[src/rtl/csi2_pkt_parser.sv]
// ---------------------------------------------------------------------------
// csi2_pkt_parser
//   CSI-2 packet layer for the ISP front end. Takes the merged byte stream
//   after lane merging, parses short/long packet headers, tracks the line
//   index per virtual channel, packs long-packet payload into OUT_BYTES-wide
//   words (LSB byte first) and checks the payload CRC-16.
//
//   Build option: define CSI2_HDR_ECC_EN to check the header ECC byte against
//   the 6-bit CSI-2 Hamming code over DI/WC. When undefined, the ECC byte is
//   consumed and ignored.
//
// Ports
//   clk_i, rst_n_i           clock, asynchronous active-low reset
//   in_byte_i/valid_i/sop_i  merged byte stream; sop marks header byte 0
//   out_data_o/keep_o        payload word and contiguous byte mask
//   out_valid_o/sop_o/eop_o  word strobe, first/last word of a long packet
//   out_vc_o/dt_o/line_o     VC, DT and line index of the current long packet
//   short_valid_o/vc_o/dt_o/data_o  accepted short packet (1-cycle pulse)
//   hdr_err_o, crc_err_o, trunc_err_o  1-cycle error pulses
//   crc_err_cnt_o            saturating count of crc_err_o pulses
// ---------------------------------------------------------------------------
module csi2_pkt_parser #(
  parameter int OUT_BYTES = 4,
  parameter int NUM_VC    = 4,
  parameter int WC_MAX    = 16384,
  parameter int LINE_W    = 13
) (
  input  logic                   clk_i,
  input  logic                   rst_n_i,
  input  logic [7:0]             in_byte_i,
  input  logic                   in_valid_i,
  input  logic                   in_sop_i,
  output logic [8*OUT_BYTES-1:0] out_data_o,
  output logic [OUT_BYTES-1:0]   out_keep_o,
  output logic                   out_valid_o,
  output logic                   out_sop_o,
  output logic                   out_eop_o,
  output logic [1:0]             out_vc_o,
  output logic [5:0]             out_dt_o,
  output logic [LINE_W-1:0]      out_line_o,
  output logic                   short_valid_o,
  output logic [1:0]             short_vc_o,
  output logic [5:0]             short_dt_o,
  output logic [15:0]            short_data_o,
  output logic                   hdr_err_o,
  output logic                   crc_err_o,
  output logic                   trunc_err_o,
  output logic [15:0]            crc_err_cnt_o
);

  localparam int IW = $clog2(OUT_BYTES + 1);

  typedef enum logic [2:0] {S_IDLE, S_HDR, S_PAY, S_CRC, S_DROP} state_t;

  // Reflected CRC-16/CCITT step, one byte LSB first.
  function automatic logic [15:0] crc_upd(input logic [15:0] c, input logic [7:0] b);
    logic [15:0] r;
    r = c ^ {8'h00, b};
    for (int i = 0; i < 8; i++) r = r[0] ? ((r >> 1) ^ 16'h8408) : (r >> 1);
    return r;
  endfunction

`ifdef CSI2_HDR_ECC_EN
  // Each parity bit is the XOR of the header bits selected by its mask.
  function automatic logic [5:0] ecc_calc(input logic [23:0] h);
    logic [5:0] p;
    p[0] = ^(h & 24'hF12CB7);
    p[1] = ^(h & 24'hF2555B);
    p[2] = ^(h & 24'h749A6D);
    p[3] = ^(h & 24'hB8E38E);
    p[4] = ^(h & 24'hDF03F0);
    p[5] = ^(h & 24'hEFFC00);
    return p;
  endfunction
`endif

  state_t state_q, state_d;
  logic [1:0]  hcnt_q, hcnt_d;
  logic [7:0]  di_q, di_d, wcl_q, wcl_d, wch_q, wch_d;
  logic [16:0] rem_q, rem_d;            // payload bytes left, or bytes left to drop
  logic [15:0] crc_q, crc_d;
  logic [7:0]  crcb_q, crcb_d;          // first (low) received CRC byte
  logic        cidx_q, cidx_d;
  logic [OUT_BYTES-1:0][7:0] pk_q, pk_d;
  logic [IW-1:0] idx_q, idx_d;
  logic        first_q, first_d;
  logic [NUM_VC-1:0][LINE_W-1:0] line_cnt_q, line_cnt_d;

  logic [OUT_BYTES-1:0][7:0] odata_q, odata_d;
  logic [OUT_BYTES-1:0] okeep_q, okeep_d;
  logic        ov_q, ov_d, osop_q, osop_d, oeop_q, oeop_d;
  logic [1:0]  ovc_q, ovc_d;
  logic [5:0]  odt_q, odt_d;
  logic [LINE_W-1:0] oline_q, oline_d;
  logic        sv_q, sv_d;
  logic [1:0]  svc_q, svc_d;
  logic [5:0]  sdt_q, sdt_d;
  logic [15:0] sdata_q, sdata_d;
  logic        herr_q, herr_d, cerr_q, cerr_d, terr_q, terr_d;
  logic [15:0] ccnt_q, ccnt_d;

  // Header decode, valid while the ECC byte is on the input.
  logic [15:0] wc;
  logic [1:0]  vc;
  logic        is_short, ecc_bad, hdr_bad, pay_last;
  logic [LINE_W-1:0] line_sel;
  logic [OUT_BYTES-1:0][7:0] word_nxt;
  logic [OUT_BYTES-1:0] add_keep, flush_keep;

  always_comb begin
    wc       = {wch_q, wcl_q};
    vc       = di_q[7:6];
    is_short = (di_q[5:4] == 2'b00);
`ifdef CSI2_HDR_ECC_EN
    ecc_bad  = (in_byte_i != {2'b00, ecc_calc({wch_q, wcl_q, di_q})});
`else
    ecc_bad  = 1'b0;
`endif
    // WC is a frame/line number for short packets, so the range check is long-only.
    hdr_bad  = ecc_bad || (int'(vc) >= NUM_VC) || (!is_short && (32'(wc) > WC_MAX));
    pay_last = (rem_q == 17'd1);
    line_sel = '0;
    for (int v = 0; v < NUM_VC; v++) if (int'(vc) == v) line_sel = line_cnt_q[v];
    word_nxt = pk_q;
    for (int j = 0; j < OUT_BYTES; j++) begin
      if (j == int'(idx_q)) word_nxt[j] = in_byte_i;
      add_keep[j]   = (j <= int'(idx_q));
      flush_keep[j] = (j <  int'(idx_q));
    end
  end

  always_comb begin
    state_d = state_q;  hcnt_d = hcnt_q;  di_d = di_q;  wcl_d = wcl_q;  wch_d = wch_q;
    rem_d = rem_q;  crc_d = crc_q;  crcb_d = crcb_q;  cidx_d = cidx_q;
    pk_d = pk_q;  idx_d = idx_q;  first_d = first_q;  line_cnt_d = line_cnt_q;
    odata_d = odata_q;  okeep_d = okeep_q;  ovc_d = ovc_q;  odt_d = odt_q;  oline_d = oline_q;
    ov_d = 1'b0;  osop_d = 1'b0;  oeop_d = 1'b0;
    sv_d = 1'b0;  svc_d = svc_q;  sdt_d = sdt_q;  sdata_d = sdata_q;
    herr_d = 1'b0;  cerr_d = 1'b0;  terr_d = 1'b0;  ccnt_d = ccnt_q;

    if (in_valid_i) begin
      if (in_sop_i) begin
        // Sync always restarts the header; an unfinished packet is truncated.
        if (state_q != S_IDLE) terr_d = 1'b1;
        if (state_q == S_PAY && idx_q != '0) begin
          ov_d = 1'b1;  osop_d = first_q;  oeop_d = 1'b1;
          odata_d = pk_q;  okeep_d = flush_keep;
        end
        di_d = in_byte_i;  hcnt_d = 2'd1;  state_d = S_HDR;
      end else begin
        case (state_q)
          S_HDR: begin
            hcnt_d = hcnt_q + 2'd1;
            case (hcnt_q)
              2'd1: wcl_d = in_byte_i;
              2'd2: wch_d = in_byte_i;
              default: begin                       // ECC byte
                if (hdr_bad) begin
                  herr_d = 1'b1;
                  if (is_short) state_d = S_IDLE;
                  else begin
                    state_d = S_DROP;
                    rem_d   = {1'b0, wc} + 17'd2;  // payload plus CRC
                  end
                end else if (is_short) begin
                  sv_d = 1'b1;  svc_d = vc;  sdt_d = di_q[5:0];  sdata_d = wc;
                  if (di_q[5:0] == 6'h00)
                    for (int v = 0; v < NUM_VC; v++) if (int'(vc) == v) line_cnt_d[v] = '0;
                  state_d = S_IDLE;
                end else begin
                  ovc_d = vc;  odt_d = di_q[5:0];  oline_d = line_sel;
                  crc_d = 16'hFFFF;  pk_d = '0;  idx_d = '0;  first_d = 1'b1;  cidx_d = 1'b0;
                  rem_d = {1'b0, wc};
                  state_d = (wc == 16'd0) ? S_CRC : S_PAY;
                end
              end
            endcase
          end
          S_PAY: begin
            crc_d = crc_upd(crc_q, in_byte_i);
            rem_d = rem_q - 17'd1;
            if ((int'(idx_q) == OUT_BYTES - 1) || pay_last) begin
              ov_d = 1'b1;  osop_d = first_q;  oeop_d = pay_last;
              odata_d = word_nxt;  okeep_d = add_keep;
              first_d = 1'b0;  pk_d = '0;  idx_d = '0;
            end else begin
              pk_d  = word_nxt;
              idx_d = idx_q + IW'(1);
            end
            if (pay_last) begin
              state_d = S_CRC;  cidx_d = 1'b0;
            end
          end
          S_CRC: begin
            if (!cidx_q) begin
              crcb_d = in_byte_i;  cidx_d = 1'b1;
            end else begin
              if ({in_byte_i, crcb_q} != crc_q) begin
                cerr_d = 1'b1;
                if (ccnt_q != 16'hFFFF) ccnt_d = ccnt_q + 16'd1;
              end
              for (int v = 0; v < NUM_VC; v++)
                if (int'(ovc_q) == v && line_cnt_q[v] != '1) line_cnt_d[v] = line_cnt_q[v] + LINE_W'(1);
              state_d = S_IDLE;
            end
          end
          S_DROP: begin
            rem_d = rem_q - 17'd1;
            if (rem_q == 17'd1) state_d = S_IDLE;
          end
          default: ;                               // IDLE waits for sync
        endcase
      end
    end
  end

  always_ff @(posedge clk_i or negedge rst_n_i) begin
    if (!rst_n_i) begin
      state_q <= S_IDLE;  hcnt_q <= '0;  di_q <= '0;  wcl_q <= '0;  wch_q <= '0;
      rem_q <= '0;  crc_q <= 16'hFFFF;  crcb_q <= '0;  cidx_q <= 1'b0;
      pk_q <= '0;  idx_q <= '0;  first_q <= 1'b0;  line_cnt_q <= '0;
      odata_q <= '0;  okeep_q <= '0;  ov_q <= 1'b0;  osop_q <= 1'b0;  oeop_q <= 1'b0;
      ovc_q <= '0;  odt_q <= '0;  oline_q <= '0;
      sv_q <= 1'b0;  svc_q <= '0;  sdt_q <= '0;  sdata_q <= '0;
      herr_q <= 1'b0;  cerr_q <= 1'b0;  terr_q <= 1'b0;  ccnt_q <= '0;
    end else begin
      state_q <= state_d;  hcnt_q <= hcnt_d;  di_q <= di_d;  wcl_q <= wcl_d;  wch_q <= wch_d;
      rem_q <= rem_d;  crc_q <= crc_d;  crcb_q <= crcb_d;  cidx_q <= cidx_d;
      pk_q <= pk_d;  idx_q <= idx_d;  first_q <= first_d;  line_cnt_q <= line_cnt_d;
      odata_q <= odata_d;  okeep_q <= okeep_d;  ov_q <= ov_d;  osop_q <= osop_d;  oeop_q <= oeop_d;
      ovc_q <= ovc_d;  odt_q <= odt_d;  oline_q <= oline_d;
      sv_q <= sv_d;  svc_q <= svc_d;  sdt_q <= sdt_d;  sdata_q <= sdata_d;
      herr_q <= herr_d;  cerr_q <= cerr_d;  terr_q <= terr_d;  ccnt_q <= ccnt_d;
    end
  end

  assign out_data_o    = odata_q;
  assign out_keep_o    = okeep_q;
  assign out_valid_o   = ov_q;
  assign out_sop_o     = osop_q;
  assign out_eop_o     = oeop_q;
  assign out_vc_o      = ovc_q;
  assign out_dt_o      = odt_q;
  assign out_line_o    = oline_q;
  assign short_valid_o = sv_q;
  assign short_vc_o    = svc_q;
  assign short_dt_o    = sdt_q;
  assign short_data_o  = sdata_q;
  assign hdr_err_o     = herr_q;
  assign crc_err_o     = cerr_q;
  assign trunc_err_o   = terr_q;
  assign crc_err_cnt_o = ccnt_q;

endmodule
[config.mk]
export PLATFORM = sky130hd
export DESIGN_NAME = csi2_pkt_parser
export DESIGN_NICKNAME = d
export VERILOG_FILES = /design/src/rtl/csi2_pkt_parser.sv
export SDC_FILE = /design/constraint.sdc
export NUM_CORES = 1
export LEC_CHECK = 0
export CAP_MARGIN = 10
export CORE_ASPECT_RATIO = 1.4
export CORE_MARGIN = 2
export CORE_UTILIZATION = 46
export CTS_CLUSTER_SIZE = 40
export DETAILED_ROUTE_END_ITERATION = 16
export DONT_BUFFER_PORTS = 1
export PLACE_DENSITY = 0.62
export REMOVE_ABC_BUFFERS = 1
export SETUP_SLACK_MARGIN = 0.02
export SYNTH_ARGS = -nofsm -noshare
export SYNTH_HDL_FRONTEND = slang
export SYNTH_SLANG_ARGS = --single-unit
[constraint.sdc]
create_clock -name clk_i -period 2.95 [get_ports clk_i]
set_clock_uncertainty 0.15 [all_clocks]
set_input_delay 0.4425 -clock clk_i [delete_from_list [all_inputs] [get_ports clk_i]]
set_output_delay 0.4425 -clock clk_i [all_outputs]
set_load 0.05 [all_outputs]
# Word level (Yosys, flattened, before mapping)
# Index checks and enable logic that the tools add are counted.
[totals] reg_bits=263 latchBits=0 ramBits=0 romBits=0 input_bits=12 word_cells=269 n_memories=0
[op_classes] addsub=9 multipliers=0 div=0 magnitude_cmp=8 n_eq_ne=44 n_shift=0 n_mux=112 bitwise=14 n_reduce_logical=44
[ops] cell="$mux W52" n=5
[ops] cell="$mux W32" n=8
[ops] cell="$mux W16" n=11
[ops] cell="$mux W13" n=12
[ops] cell="$pmux W52 S2" n=1
[ops] cell="$mux W17" n=4
[ops] cell="$pmux W32 S2" n=1
[ops] cell="$add A13 B1 Y13 const B" n=4
[ops] cell="$ne A13 B13 Y1 const B" n=4
[ops] cell="$mux W1" n=42
[ops] cell="$reduce_and A10 Y1" n=4
[ops] cell="$pmux W17 S2" n=1
[ops] cell="$mux W3" n=11
[ops] cell="$mux W8" n=4
[ops] cell="$pmux W16 S2" n=1
[ops] cell="$ne A2 B2 Y1 const B" n=15
[ops] cell="$reduce_and A6 Y1" n=5
[ops] cell="$not A2 Y3" n=8
[ops] cell="$add A16 B2 Y17 const B" n=1
[ops] cell="$eq A17 B1 Y1 const B" n=1
[ops] cell="$sub A17 B1 Y17 const B" n=1
[ops] cell="$add A16 B1 Y16 const B" n=1
[ops] cell="$gt A16 B15 Y1 const B" n=1
[ops] cell="$logic_not A16 Y1" n=1
[ops] cell="39 further kinds" n=84

# Logic depth before layout (Yosys ltp)
[depth] depth_word=18 mapped_depth=9

# Worst setup path before layout
# Ideal clock, no wire load.
[synth_path] path_type="register -> register" from="register hcnt_q[0]" to="register line_cnt_q[10] (netlist bit)" setup_time_ns=0.078 arrival_time_ns=2.312 slack_ns=0.410 stages_incl_launch_ff=9 period_less_slack_ns=2.540 cell_sequence="dfrtp_1 inv_1 ha_1 nor3b_2 o2111ai_2 or4_1 buf_2 or4_1 a21oi_1"
[synth_between] elab_chain_len=4
[synth_lines] item="start: declaration" line="78" text="logic [1:0] hcnt_q, hcnt_d;"
[synth_lines] item="start signal: assignment" line="227" text="state_q <= state_d; hcnt_q <= hcnt_d; di_q <= di_d; wcl_q <= wcl_d; wch_q <= wch_d;"
[synth_lines] item="$eq A2 B2 Y1 / $eq A2 B1 Y1 (equally long branches)" line="154" text="case (hcnt_q)"
[synth_lines] item="$reduce_or A2 Y1 (no source line) (*)"
[synth_lines] item="$ne A2 B2 Y1 (no source line) (*)"
[synth_lines] item="$reduce_and A10 Y1 (no source line) (*)"
[synth_lines] item="end signal: assignment" line="229" text="pk_q <= pk_d; idx_q <= idx_d; first_q <= first_d; line_cnt_q <= line_cnt_d;"
[synth_lines] item="end: declaration" line="87" text="logic [NUM_VC-1:0][LINE_W-1:0] line_cnt_q, line_cnt_d;"
# Every way passes the cells marked *; elsewhere a longest branch is shown, timed or not.
# A chain may end at the register's enable or synchronous reset.

# Worst setup path after layout
[layout_path] from="register hcnt_q[0]" to="register line_cnt_q[4] (netlist bit)"
# Same word-level chain as after synthesis.

==> flow_summary.toml <==
[status]
status = "finished with violations"
failed_checks = "negative hold slack"

[cells_and_area]
num-fill-cells = 2596
fin_area_mm2 = 0.0153
drive_gt1_share_pct = 19.6
antenna_cells = 0
mostFrequentLayoutCells = "dfrtp_1 (247), nand2_1 (132), mux2_2 (99)"
nets = 1315
area_growth_pct = 12.6
mostFrequentLayoutCell = "dfrtp_1"

[place]
placed_area_mm2 = 0.0142
place.gp.congestion = 0.872
io_buffers = 0
dp_hpwl_mm = 24.3

[worst_setup_path]
cp.depth = 7
reg2reg_to = "line_cnt_q[4]$_DFFE_PN0P_"
critical_path_class = "reg -> reg"
crit_fanout = 8
critPathRequiredTime_ns = 3.28
crit_path_end_kind = "flop"
r2r_start = "hcnt_q[0]$_DFFE_PN0P_"
ff2ff_path_depth = 7
crit_family = "simple AND/OR/NAND/NOR gates"
cpMostUsedCell = "or4_1"
crit_chain = "inv_1 > ha_1 > nor3b_2 > o2111ai_2 > or4_1 > or4_1 > a21oi_1"
critPathBufInv = 1
arrival_ns = 3.15
r2r_slack_ns = 0.13
slowest_stage = "or4_1"
max_stage_delay_ns = 0.74
startpoint_type = "flop"

[sta]
hold_viol_final = 257
finalSetupViolations = 0
period_needed_ns = 2.82
worst_pin_slew_ns = 0.979
setup-tns-final_ns = 0
rsz0062_at_grt = "false"
fmax_mhz = 355
slew_violations = 0
finalCritPeriodShare_pct = 95.6
max_slew_margin_pct = 34.8
whs_ns = -0.573

[clock_tree]
postCtsSetupBuffers = 0
cts.sink_count = 263
root_buffer = "clkbuf_16"
cts.clk_slew.worst_paths_ns = 0.06
ctsLongestPathBuffers = 3
cts_made_buffers = 28
htreeDepth = 1
cts_tree = "done"
clock_latency_ns = 0.56

[logic_synthesis]
syn_area_per_cell_um2 = 10.8
synthArstFlopShare_pct = 100
synth_compound_area_share_pct = 11.6
synth.area.mux_share_pct = 13.2
ys.flop_type = "dfrtp_1"
synth_area_leaders = "dfrtp_1 (45%), mux2_2 (8.2%), nand2_1 (3.6%), dfstp_2 (3.1%), xnor2_1 (2.6%)"
synth-xor-area-share_pct = 4.25
synthAdderAreaFrac_pct = 1.38
synth_cell_types = 86
syn_area_mm2 = 0.0136
yosysWarningCount = 0
synth_simple_gate_area_share_pct = 17.9
yosysSeqAreaShare_pct = 48.6
yosys.area.top_type_share_pct = 45.5
synth_edf_count = 0
ys_ff_latch = 263
synth_top_family_by_area = "simple AND/OR/NAND/NOR gates"
syn-instance-count = 1263
yosysTopAreaCell = "dfrtp_1"

[grt]
antenna_found_initial = 0
grt_overflow = 0
grt_max_degree = 264
grt_usage_pct = 23.5
grt_pass1_wl_mm = 57.8
first_global_vias = 10283

[drt]
routedWlPerCell_um = 21.4
wl_met1_mm = 14.4
wl_met3_mm = 2.10
top_layer_used = "met4"
ant_nets = 0
drt-pass1-iter-count = 5
drc = 0
drt-total-wl_mm = 36.2
first_iter_violations = 599
routed_via_density = 6.00
wl_met2_mm = 18.1
via_count = 10138

[flow_run]
maxCapViolations = 0

[floorplan]
die_w_um = 149
fp.coreArea_mm2 = 0.0292
die_height_um = 207
io_pins = 116
start_util_pct = 46.6
fp-row-count = 74
dieArea_mm2 = 0.0310

[power_and_ir_drop]
p_leak_uw = 0.00682
powerDensity_mw_per_mm2 = 883
vdd_ir_drop_max_mv = 0.601
finalPower_uw = 13500

[worst_hold_path]
hp-class = "in -> async"
==> worst reg2reg max path: stages (launching register included) <==
cell and delay (ns):
dfrtp_1 0.35, inv_1 0.07, ha_1 0.29, nor3b_2 0.25, o2111ai_2 0.28, or4_1 0.74
or4_1 0.46, a21oi_1 0.16
==> layer usage <==
layer | GRT usage [%] | up-vias
met5 | 0 | -
met4 | 10.7 | 0
met3 | 4.44 | 80
met2 | 39.7 | 289
met1 | 29.2 | 5072
li1 | - | 4697
==> sequential cells by signal, summed over array words and instances, names as in the netlist, 2 cells and up <==
name and count:
line_cnt_q 52, out_data_o 32, pk_q 32, rem_q 17, crc_err_cnt_o 16, crc_q 16, short_data_o 16, out_line_o 13
crcb_q 8, di_q 8, wch_q 8, wcl_q 8, out_dt_o 6, short_dt_o 6, out_keep_o 4, idx_q 3
state_q 3, hcnt_q 2, out_vc_o 2, short_vc_o 2
==> metrics by stage <==
| step | worst slack (ns) | util (%) | instances |
|---|---|---|---|
| 4_1_cts | 0.117 | 52.4 | 1689 |
| 6_report | 0.130 | 52.5 | 1690 |
| 3_3_place_gp | 0.191 | 48.6 | 1622 |
| 2_1_floorplan | -0.124 | - | 1191 |
| 3_5_place_dp | 0.139 | 48.6 | 1622 |
| 5_1_grt | 0.0441 | 52.5 | 1690 |
==> how the worst max path moves through the flow <==
stage | from | end | slack, ns
global route | hcnt_q[0]$_DFFE_PN0P_ | line_cnt_q[4]$_DFFE_PN0P_ | 0.04
floorplan | state_q[1]$_DFFE_PN0P_ | out_vc_o[0]$_DFFE_PN0P_ | -0.12
CTS | hcnt_q[0]$_DFFE_PN0P_ | line_cnt_q[42]$_DFFE_PN0P_ | 0.12
detailed placement | hcnt_q[0]$_DFFE_PN0P_ | line_cnt_q[43]$_DFFE_PN0P_ | 0.14
global placement | hcnt_q[0]$_DFFE_PN0P_ | line_cnt_q[42]$_DFFE_PN0P_ | 0.19
finish | hcnt_q[0]$_DFFE_PN0P_ | line_cnt_q[4]$_DFFE_PN0P_ | 0.13
==> area by class of cell <==
cell class	count	area, um^2	share of cell area, %
multi-input combinational	905	6600	43.1
timing repair buffer	67	568	3.71
clock inverter	10	141	0.924
clock buffer	42	835	5.45
tap	380	475	3.11
inverter	23	86.3	0.564
sequential	263	6600	43.1
==> what timing repair did <==
action | in CTS | in global routing
setup endpoints to repair | 0 | 7
resized for setup | 0 | 1
hold endpoints to repair | 341 | 264
hold buffers | 15 | 1
==> report_power, final <==
group	switching (uW)	internal (uW)	leakage (uW)	total [uW]
registers	1900	4500	0.00348	6390
clock network	1520	2220	0.000472	3740
logic	1760	1620	0.00288	3380
==> cells by family (layout without fill, tap and decap cells) <==
group	after synthesis	in the layout
AO/OA/AOI/OAI	227	227
XOR/XNOR	66	66
adder cells (fa/ha/maj)	15	15
buffers and inverters	95	142
flip-flops	263	263
multiplexers	147	147
AND/OR/NAND/NOR	450	450
==> synth_stat cells, types with 6 or more instances <==
cell type,n
nor4_1,20
and3_1,18
nor3_1,18
o31ai_1,30
mux2_1,27
nand4_1,23
nor2b_1,12
xor2_1,25
or4_1,34
and2_1,21
or2_2,7
a22o_1,25
inv_1,23
nand2b_1,8
o21ai_1,6
or3_1,14
dfrtp_1,247
o211ai_1,14
o21ai_0,37
a21oi_1,53
buf_1,7
nand2_1,132
ha_1,15
nand3_1,47
dfstp_2,16
buf_2,13
mux4_2,13
xnor2_1,41
mux2i_1,8
mux2_2,99
and4_1,8
clkbuf_1,44
nor2_1,52
Note: power is estimated with default switching activity, not from simulation.
